## config.mk

```make
export PLATFORM = sky130hd
export DESIGN_NAME = pwr_seq_ctrl
export DESIGN_NICKNAME = d
export VERILOG_FILES = /design/src/rtl/pwr_seq_ctrl.sv
export SDC_FILE = /design/constraint.sdc
export NUM_CORES = 1
export LEC_CHECK = 0
export CAP_MARGIN = 5
export CORE_MARGIN = 2
export CORE_UTILIZATION = 35
export CTS_CLUSTER_SIZE = 25
export DETAILED_ROUTE_END_ITERATION = 12
export SLEW_MARGIN = 5
export SYNTH_ARGS = -nofsm -noshare
export SYNTH_HDL_FRONTEND = slang
export SYNTH_SLANG_ARGS = --single-unit
```

## constraint.sdc

```tcl
create_clock -name iClk -period 3.62 [get_ports iClk]
set_input_delay 0.543 -clock iClk [delete_from_list [all_inputs] [get_ports iClk]]
set_output_delay 0.543 -clock iClk [all_outputs]
set_load 0.05 [all_outputs]
```

## src/rtl/pwr_seq_ctrl.sv

```systemverilog
// Power-rail sequencer: ramps rail enables up in index order gated by PG, down in reverse.
// Optional PG stability filter is built when PWR_SEQ_PG_FILTER_EN is defined.
module pwr_seq_ctrl #(
  parameter int NUM_RAILS  = 4,
  parameter int DLY_CYCLES = 100,
  parameter int PG_TIMEOUT = 1000,
  parameter int CNT_W      = 16
) (
  input  logic                 iClk,
  input  logic                 iRst_n,
  input  logic                 iPwrOn,
  input  logic [NUM_RAILS-1:0] iPg,
  input  logic                 iClearFault,
  output logic [NUM_RAILS-1:0] oEn,
  output logic                 oAllPg,
  output logic                 oFault,
  output logic [2:0]           oFaultRail,
  output logic [2:0]           oState
);

  typedef enum logic [2:0] {
    S_OFF    = 3'd0,
    S_UP     = 3'd1,
    S_UP_DLY = 3'd2,
    S_ON     = 3'd3,
    S_DN     = 3'd4,
    S_DN_DLY = 3'd5,
    S_FAULT  = 3'd6
  } state_t;

  localparam logic [2:0]       LAST_IDX  = 3'(NUM_RAILS - 1);
  localparam logic [CNT_W-1:0] TO_LAST   = CNT_W'(PG_TIMEOUT - 1);
  localparam logic [CNT_W-1:0] UP_LAST   = CNT_W'(DLY_CYCLES - 1);
  // The one-cycle DN state counts toward the spacing between disables.
  localparam int               DN_LAST_I = (DLY_CYCLES >= 2) ? DLY_CYCLES - 2 : 0;
  localparam logic [CNT_W-1:0] DN_LAST   = CNT_W'(DN_LAST_I);

  state_t                 state_q, state_d;
  logic [2:0]             idx_q, idx_d;
  logic [CNT_W-1:0]       cnt_q, cnt_d;
  logic [NUM_RAILS-1:0]   en_q, en_d;
  logic                   all_pg_q;
  logic                   fault_q, fault_d;
  logic [2:0]             fault_rail_q, fault_rail_d;

  logic                   pwr_s1_q, pwr_s2_q, pwr_dly_q;
  logic [NUM_RAILS-1:0]   pg_s1_q, pg_s2_q, pg_dly_q;
  logic [NUM_RAILS-1:0]   pg_lvl;

  always_ff @(posedge iClk or negedge iRst_n) begin
    if (!iRst_n) begin
      pwr_s1_q  <= 1'b0;
      pwr_s2_q  <= 1'b0;
      pwr_dly_q <= 1'b0;
      pg_s1_q   <= '0;
      pg_s2_q   <= '0;
      pg_dly_q  <= '0;
    end else begin
      pwr_s1_q  <= iPwrOn;
      pwr_s2_q  <= pwr_s1_q;
      pwr_dly_q <= pwr_s2_q;
      pg_s1_q   <= iPg;
      pg_s2_q   <= pg_s1_q;
      pg_dly_q  <= pg_lvl;
    end
  end

`ifdef PWR_SEQ_PG_FILTER_EN
  for (genvar gi = 0; gi < NUM_RAILS; gi++) begin : g_pg_filt
    logic       filt_q;
    logic [1:0] run_q;
    // Filtered level flips on the 4th consecutive sample that disagrees with it.
    always_ff @(posedge iClk or negedge iRst_n) begin
      if (!iRst_n) begin
        filt_q <= 1'b0;
        run_q  <= 2'd0;
      end else if (pg_s2_q[gi] == filt_q) begin
        run_q <= 2'd0;
      end else if (run_q == 2'd3) begin
        filt_q <= pg_s2_q[gi];
        run_q  <= 2'd0;
      end else begin
        run_q <= run_q + 2'd1;
      end
    end
    assign pg_lvl[gi] = filt_q;
  end
`else
  assign pg_lvl = pg_s2_q;
`endif

  logic                 pwr_rise, pwr_fall;
  logic [NUM_RAILS-1:0] pg_fall;
  logic                 pg_cur;
  logic [2:0]           fall_idx;
  logic [2:0]           idx_inc;
  logic [CNT_W-1:0]     cnt_inc;

  assign pwr_rise = pwr_s2_q & ~pwr_dly_q;
  assign pwr_fall = ~pwr_s2_q & pwr_dly_q;
  assign pg_fall  = pg_dly_q & ~pg_lvl;
  assign pg_cur   = |(pg_lvl & (NUM_RAILS'(1) << idx_q));
  assign idx_inc  = idx_q + 3'd1;
  assign cnt_inc  = (&cnt_q) ? cnt_q : cnt_q + 1'b1;

  always_comb begin
    fall_idx = 3'd0;
    for (int k = NUM_RAILS - 1; k >= 0; k--) begin
      if (pg_fall[k]) fall_idx = 3'(k);
    end
  end

  always_comb begin
    state_d      = state_q;
    idx_d        = idx_q;
    cnt_d        = cnt_q;
    en_d         = en_q;
    fault_d      = fault_q;
    fault_rail_d = fault_rail_q;
    case (state_q)
      S_OFF: begin
        if (pwr_rise) begin
          idx_d   = 3'd0;
          en_d    = NUM_RAILS'(1);
          cnt_d   = '0;
          state_d = S_UP;
        end
      end
      S_UP: begin
        if (!pg_cur && cnt_q == TO_LAST) begin
          en_d         = '0;
          fault_d      = 1'b1;
          fault_rail_d = idx_q;
          state_d      = S_FAULT;
        end else if (!pwr_s2_q) begin
          state_d = S_DN;
        end else if (pg_cur) begin
          cnt_d   = '0;
          state_d = (idx_q == LAST_IDX) ? S_ON : S_UP_DLY;
        end else begin
          cnt_d = cnt_inc;
        end
      end
      S_UP_DLY: begin
        if (!pwr_s2_q) begin
          state_d = S_DN;
        end else if (cnt_q == UP_LAST) begin
          idx_d   = idx_inc;
          en_d    = en_q | (NUM_RAILS'(1) << idx_inc);
          cnt_d   = '0;
          state_d = S_UP;
        end else begin
          cnt_d = cnt_inc;
        end
      end
      S_ON: begin
        if (|pg_fall) begin
          en_d         = '0;
          fault_d      = 1'b1;
          fault_rail_d = fall_idx;
          state_d      = S_FAULT;
        end else if (pwr_fall) begin
          state_d = S_DN;
        end
      end
      S_DN: begin
        en_d    = en_q & ~(NUM_RAILS'(1) << idx_q);
        cnt_d   = '0;
        state_d = S_DN_DLY;
      end
      S_DN_DLY: begin
        if (cnt_q >= DN_LAST) begin
          cnt_d = '0;
          if (idx_q == 3'd0) begin
            state_d = S_OFF;
          end else begin
            idx_d   = idx_q - 3'd1;
            state_d = S_DN;
          end
        end else begin
          cnt_d = cnt_inc;
        end
      end
      S_FAULT: begin
        en_d = '0;
        if (iClearFault && !pwr_s2_q) begin
          fault_d      = 1'b0;
          fault_rail_d = 3'd0;
          state_d      = S_OFF;
        end
      end
      default: begin
        en_d    = '0;
        state_d = S_OFF;
      end
    endcase
  end

  always_ff @(posedge iClk or negedge iRst_n) begin
    if (!iRst_n) begin
      state_q      <= S_OFF;
      idx_q        <= 3'd0;
      cnt_q        <= '0;
      en_q         <= '0;
      all_pg_q     <= 1'b0;
      fault_q      <= 1'b0;
      fault_rail_q <= 3'd0;
    end else begin
      state_q      <= state_d;
      idx_q        <= idx_d;
      cnt_q        <= cnt_d;
      en_q         <= en_d;
      all_pg_q     <= (state_d == S_ON);
      fault_q      <= fault_d;
      fault_rail_q <= fault_rail_d;
    end
  end

  assign oEn        = en_q;
  assign oAllPg     = all_pg_q;
  assign oFault     = fault_q;
  assign oFaultRail = fault_rail_q;
  assign oState     = state_q;

endmodule

```

After elaboration in Yosys (flattened, before gate mapping)
Cells that the tools add are included.
Widths: inputs -> output; s select.
{ "word_totals": {"regBits": 46, "inputBits": 8, "output_inout_bits": 12, "wordCells": 112} }
{ "classes": {"n_addsub": 3, "magnitude_cmp": 1, "eq_ne": 20, "shift": 2, "muxes": 46, "n_bitwise": 11, "n_reduce_logical": 16} }
{ "op_table": {"columns": ["op", "count"], "rows": [
  ["$mux 16", 8],
  ["$pmux 16 s5", 1],
  ["$mux 3", 22],
  ["$pmux 4 s6", 1],
  ["$pmux 3 s7", 1],
  ["$mux 4", 5],
  ["$ne 2x2->1 const B", 10],
  ["$pmux 3 s3", 2],
  ["$add 16x1->16 const B", 1],
  ["$eq 16x10->1 const B", 1],
  ["$eq 16x7->1 const B", 1],
  ["$ge 16x7->1 const B", 1],
  ["$reduce_and 16->1", 1],
  ["$and 4x4->4", 3],
  ["$eq 3x2->1 const B", 4],
  ["$reduce_and 6->1", 2],
  ["$eq 3x3->1 const B", 3],
  ["$not 4->4", 2],
  ["$reduce_or 4->1", 2],
  ["$shl 1x3->4 const A", 2],
  ["$logic_not 3->1", 2],
  ["$reduce_bool 3->1", 2],
  ["$reduce_and 5->1", 1],
  ["$reduce_bool 5->1", 1],
  ["12 further kinds", 20]
]} }

Depth between registers and ports, before layout
{ "logic_depth": {"ltp_word": 8, "ltp_mapped": 8, "mapped_depth_nobuf": 8} }

Worst setup path after synthesis
OpenSTA, ideal clock, no wires.
{ "synth_timing": {"kind": "register -> register", "from": "register state_q[2] (netlist: oState[2])", "to": "register cnt_q[14]", "setup_ns": 0.138, "arrival_time_ns": 2.086, "t_required_ns": 3.482, "path_slack_ns": 1.396, "stages_incl_launch_ff": 8, "path_buffers": 1, "period_less_slack_ns": 2.224, "cell_sequence": "dfrtp_1 > clkbuf_1 > nand2b_1 > or2_1 > nor4_4 > nor2_1 > a31oi_1 > a21oi_1"} }
{ "synth_via": {"elab_chain_len": 3, "elab_cells_between_ends": 12, "classes_between": "eq/ne (8); mux (1); reduce/logical (3)"} }
{ "synth_rtl": {"columns": ["element", "line_no", "source"], "rows": [
  ["start: declaration", "38", "state_t state_q, state_d;"],
  ["start signal: assignment", "209", "state_q <= state_d;"],
  ["$eq 3x3->1 (tied with other cells)", "120", "case (state_q)"],
  ["$reduce_bool 5->1 (no line) / $ne 2x2->1 (equally long branches)", null, null],
  ["$reduce_and 5->1 (no line)", null, null],
  ["end signal: assignment", "211", "cnt_q <= cnt_d;"],
  ["end: declaration", "40", "logic [CNT_W-1:0] cnt_q, cnt_d;"]
]} }
Several ways; a longest one is shown, not always the timed one.
A chain may end at the register's enable or synchronous reset.

Worst setup path in the final report
{ "layout_timing": {"from": "register idx_q[0]", "to": "register cnt_q[14]"} }
{ "layout_via": {"elab_chain_len": 7, "elab_cells_between_ends": 11, "classes_between": "eq/ne (1); shift (1); mux (4); bitwise (1); reduce/logical (4)"} }
{ "layout_rtl": {"columns": ["element", "line_no", "source"], "rows": [
  ["start: declaration", "39", "logic [2:0] idx_q, idx_d;"],
  ["start signal: assignment", "210", "idx_q <= idx_d;"],
  ["$shl 1x3->4 (*)", "102", "assign pg_cur = |(pg_lvl & (NUM_RAILS'(1) << idx_q));"],
  ["$and 4x4->4 (*)", "102", null],
  ["$reduce_or 4->1 (*)", "102", null],
  ["$mux 16 / $logic_not 1->1 (equally long branches)", "137, 130", null],
  ["$mux 16 / $logic_and 1x1->1 (equally long branches)", "135, 130", null],
  ["$mux 16 / $ne 2x2->1 (equally long branches)", null, null],
  ["$pmux 16 s5 / $reduce_and 5->1 (equally long branches)", null, null]
]} }
Every way passes the cells marked *; elsewhere a longest branch is shown, timed or not. The select of a mux whose other input is x is not followed.

==> results.txt <==
By area, the combinational part of the netlist is dominated by simple AND/OR/NAND/NOR gates. The floorplan step set the die height to 89.2 um. For this block, the initial DRC count from the detailed router was 107. The cell leakage power is 1.19 nW.

The post-detailed-placement half-perimeter wirelength is 4080 um. The critical path in this run is classified as reg -> reg. In the layout the commonest cells are sky130_fd_sc_hd__dfrtp_1 (46), sky130_fd_sc_hd__nor2_1 (30), sky130_fd_sc_hd__nand2_1 (29). The number of post-CTS setup repair buffers is 0. The number of endpoints with negative hold slack in the final report is 0. The final RePlAce weighted congestion came out at 0.855. The combined flip-flop and latch cell area came out at 1150 um2. The number of different library cells in the post-synthesis netlist came out at 53.

The site row count came out at 31. The post-detailed-route DRC marker count is 0. The share of synthesized flip-flops with an asynchronous set or reset is 1.00. In this run the top signal layer used is met4.

The worst ir drop on vdd is 0.124 mV. At the end of the flow the core is filled with cells to 0.410. The met1 layer wirelength in the final routing is 2860 um. The synthesis-to-finish area growth came out at 15.2%. TritonCTS built the clock tree. The largest area contributor in the netlist is sky130_fd_sc_hd__dfrtp_1. The final critical-path share of the clock period is 0.704. The worst-skew pair later-pin latency came out at 0.30 ns. Sorting the synthesized cells by area gives the leading types as sky130_fd_sc_hd__dfrtp_1 (45%), sky130_fd_sc_hd__ha_1 (4.9%), sky130_fd_sc_hd__nor2_1 (4.4%). The remaining antenna violation count after routing is 0. The net count of the finished layout is 310. In the detailed route, the total length drawn on met2 is 2470 um. Counting the fill cells in the layout gives 732. The portion of the post-synthesis area used by sequential elements is 0.453. Measured against the total synthesized area, the mux share comes to 0. The post-synthesis simple-gate area fraction is 0.273.

For this run, the top clock speed supported by timing is 393 MHz. The first-pass GRT wire length came out at 9340 um. The count of vias placed by the detailed router came out at 2067. The normalized max-slew margin is 0.315.

The mapped netlist covers 2540 um2. The remaining global-route overflow is 0. The top fanout value on the critical path is 8. Of the post-synthesis cell area, the dominant cell type holds 0.453. The worst setup path is launched from a register.

The setup TNS after final layout came out at 0 ns. For the pin with the worst max-slew slack, the measured transition is 1.03 ns. The kind of path behind the tightest hold check is reg -> reg. The horizontal die dimension is 89.2 um. The commonest non-fill, non-tap cell in the layout is sky130_fd_sc_hd__dfrtp_1. The mean area per synthesized cell is 9.28 um2. In the synthesized netlist the dominant register cell turns out to be sky130_fd_sc_hd__dfrtp_1.

The clock skew came out at 0.00620 ns. The post-synth net total is 292. The fraction of final layout cells with drive strength greater than 1 is 0.0751. The number of antenna violations at the first check in global routing came out at 0. The clock tree root buffer cell is sky130_fd_sc_hd__clkbuf_8. The mean number of vias per cell is 5.27. The antenna diode count came out at 0. The H-tree depth reported by CTS came out at 2. The Yosys warning count is 0. The final number of max-transition violations came out at 0. The clock tree buffer depth is 2.

The run finished with clean final reports. The clock buffer count from CTS is 5. The synthesized-area fraction occupied by xor and xnor cells is 0.0413. The arrival time reported for the critical path endpoint is 2.71 ns. The routed design uses 192 um of met3 wire. The post-synthesis instance total came out at 274. Once the clock tree was built, the resizer swapped 0 gates to a different size. The number of storage elements in the synthesis netlist came out at 46. The endpoint kind of the worst setup timing path is a register. The placeable core region is 7140 um2. The port buffer count is 19. The setup-violating endpoint count in the final report is 0. The tool flagged a number of max-cap violations equal to 0. The number of global-route vias before repair is 1873. Power spread over the standard cell area amounts to 319 nW/um2. The fraction of the mapped netlist area in compound gates came out at 0.155. The total area of multi-input combinational cells came out at 1320 um2. After detailed routing, the average wire length per cell comes to 14.3 um. The shortest period the worst path allows is 2.55 ns. The routed wire length is 5600 um. Clock-pin slew was measured on the worst setup and hold paths at 0.09 ns. The total iterations of the first detailed-routing run is 4. For this run, the total global-route usage over all layers was measured as 0.151. The number of synthesized flops with an enable pin came out at 0. Setup repair after global routing left no endpoint under its margin.

Counting every sink on the clock net gives 46. The share of synthesized cell area in full adder, half adder and majority cells came out at 0.0492. The pin count of the biggest net entering global routing is 47.

The die covers 7960 um2. The initial utilization of the core area, before any placement, comes to 0.356. The top-level I/O count came out at 20. Data on the critical path is required at its endpoint by 3.79 ns. The cts-stage hold buffer count came out at 0.
Yosys cell counts (2+ instances only):
library cell / number
sky130_fd_sc_hd__a211oi_1: 2
sky130_fd_sc_hd__a21oi_1: 16
sky130_fd_sc_hd__a22oi_1: 3
sky130_fd_sc_hd__a31oi_1: 3
sky130_fd_sc_hd__a32oi_1: 2
sky130_fd_sc_hd__and2_1: 2
sky130_fd_sc_hd__and3_1: 2
sky130_fd_sc_hd__buf_2: 2
sky130_fd_sc_hd__clkbuf_1: 5
sky130_fd_sc_hd__dfrtp_1: 46
sky130_fd_sc_hd__ha_1: 10
sky130_fd_sc_hd__inv_1: 11
sky130_fd_sc_hd__nand2_1: 29
sky130_fd_sc_hd__nand2b_1: 8
sky130_fd_sc_hd__nand3_1: 14
sky130_fd_sc_hd__nand3b_1: 3
sky130_fd_sc_hd__nand4_1: 7
sky130_fd_sc_hd__nor2_1: 30
sky130_fd_sc_hd__nor2b_1: 3
sky130_fd_sc_hd__nor3_1: 7
sky130_fd_sc_hd__nor4_1: 5
sky130_fd_sc_hd__nor4_4: 2
sky130_fd_sc_hd__nor4b_1: 2
sky130_fd_sc_hd__o211ai_1: 3
sky130_fd_sc_hd__o21ai_0: 16
sky130_fd_sc_hd__o31ai_1: 3
sky130_fd_sc_hd__or2_2: 2
sky130_fd_sc_hd__xnor2_1: 8
sky130_fd_sc_hd__xor2_1: 4
registers in the layout, summed over array words and instances, names as in the netlist:
name,cells
cnt_q,16
idx_q,3
oAllPg,1
oEn,4
oFault,1
oFaultRail,3
oState,3
pg_dly_q,4
pg_lvl,4
pg_s1_q,4
pwr_dly_q,1
pwr_s1_q,1
pwr_s2_q,1
logic make-up (layout without fill, tap and decap cells):
| logic type | Yosys count | in the layout |
|---|---|---|
| flip-flops | 46 | 46 |
| buffers and inverters | 19 | 38 |
| AO/OA/AOI/OAI | 60 | 60 |
| adder cells (fa/ha/maj) | 10 | 10 |
| XOR/XNOR | 12 | 12 |
| AND/OR/NAND/NOR | 127 | 127 |
final cells by class:
type / count / area share
Timing Repair Buffer: 19 / 0.0632
Tap cell: 99 / 0.0423
Inverter: 11 / 0.0141
Multi-Input combinational cell: 209 / 0.450
Clock inverter: 3 / 0.0137
Sequential cell: 46 / 0.393
Clock buffer: 5 / 0.0235
per-stage QoR:
step	setup slack [ns]	cell area, um2	total power, mW	hold WS, ns	std cells
3_5_place_dp	1.03	2820	0.567	0.335	384
5_1_grt	0.804	2930	0.979	0.363	392
3_3_place_gp	1.10	2820	0.566	0.333	384
2_1_floorplan	1.40	2540	0.545	0.247	274
4_1_cts	1.02	2930	0.953	0.356	392
6_report	1.07	2930	0.934	0.353	392
critical path: stages, from the launching register on:
cell and delay, ns:
sky130_fd_sc_hd__dfrtp_1 0.46, sky130_fd_sc_hd__inv_1 0.12, sky130_fd_sc_hd__ha_1 0.25, sky130_fd_sc_hd__a22oi_1 0.23
sky130_fd_sc_hd__o211ai_1 0.23, sky130_fd_sc_hd__nor4_4 0.59, sky130_fd_sc_hd__nor2_1 0.25, sky130_fd_sc_hd__a31oi_1 0.22
sky130_fd_sc_hd__a21oi_1 0.06
layer usage:
| layer | GRT usage | up-vias |
|---|---|---|
| met4 | 0.0448 | 0 |
| met5 | 0 | - |
| li1 | - | 1018 |
| met2 | 0.216 | 33 |
| met3 | 0.0268 | 7 |
| met1 | 0.230 | 1009 |
report_power, final:
part | internal, mW | switching (mW)
clock network | 0.203 | 0.175
logic | 0.0100 | 0.0175
registers | 0.522 | 0.00578
total | 0.735 | 0.199
path summary, 6_finish.rpt:
kind                       slack [ns]        end  startpoint  depth (start not counted)
min in group asynchronous        0.41  pg_lvl[0]      iRst_n                          1
max in group asynchronous        2.57   cnt_q[6]      iRst_n                          1
setup / recovery                 1.07  cnt_q[14]    idx_q[0]                          8
hold / removal                   0.35  pg_lvl[1]  pg_s1_q[1]                          0
hold reg to reg                  0.35  pg_lvl[1]  pg_s1_q[1]                          0
setup reg to reg                 1.07  cnt_q[14]    idx_q[0]                          8
No activity file was read; power rests on OpenSTA's default activity.
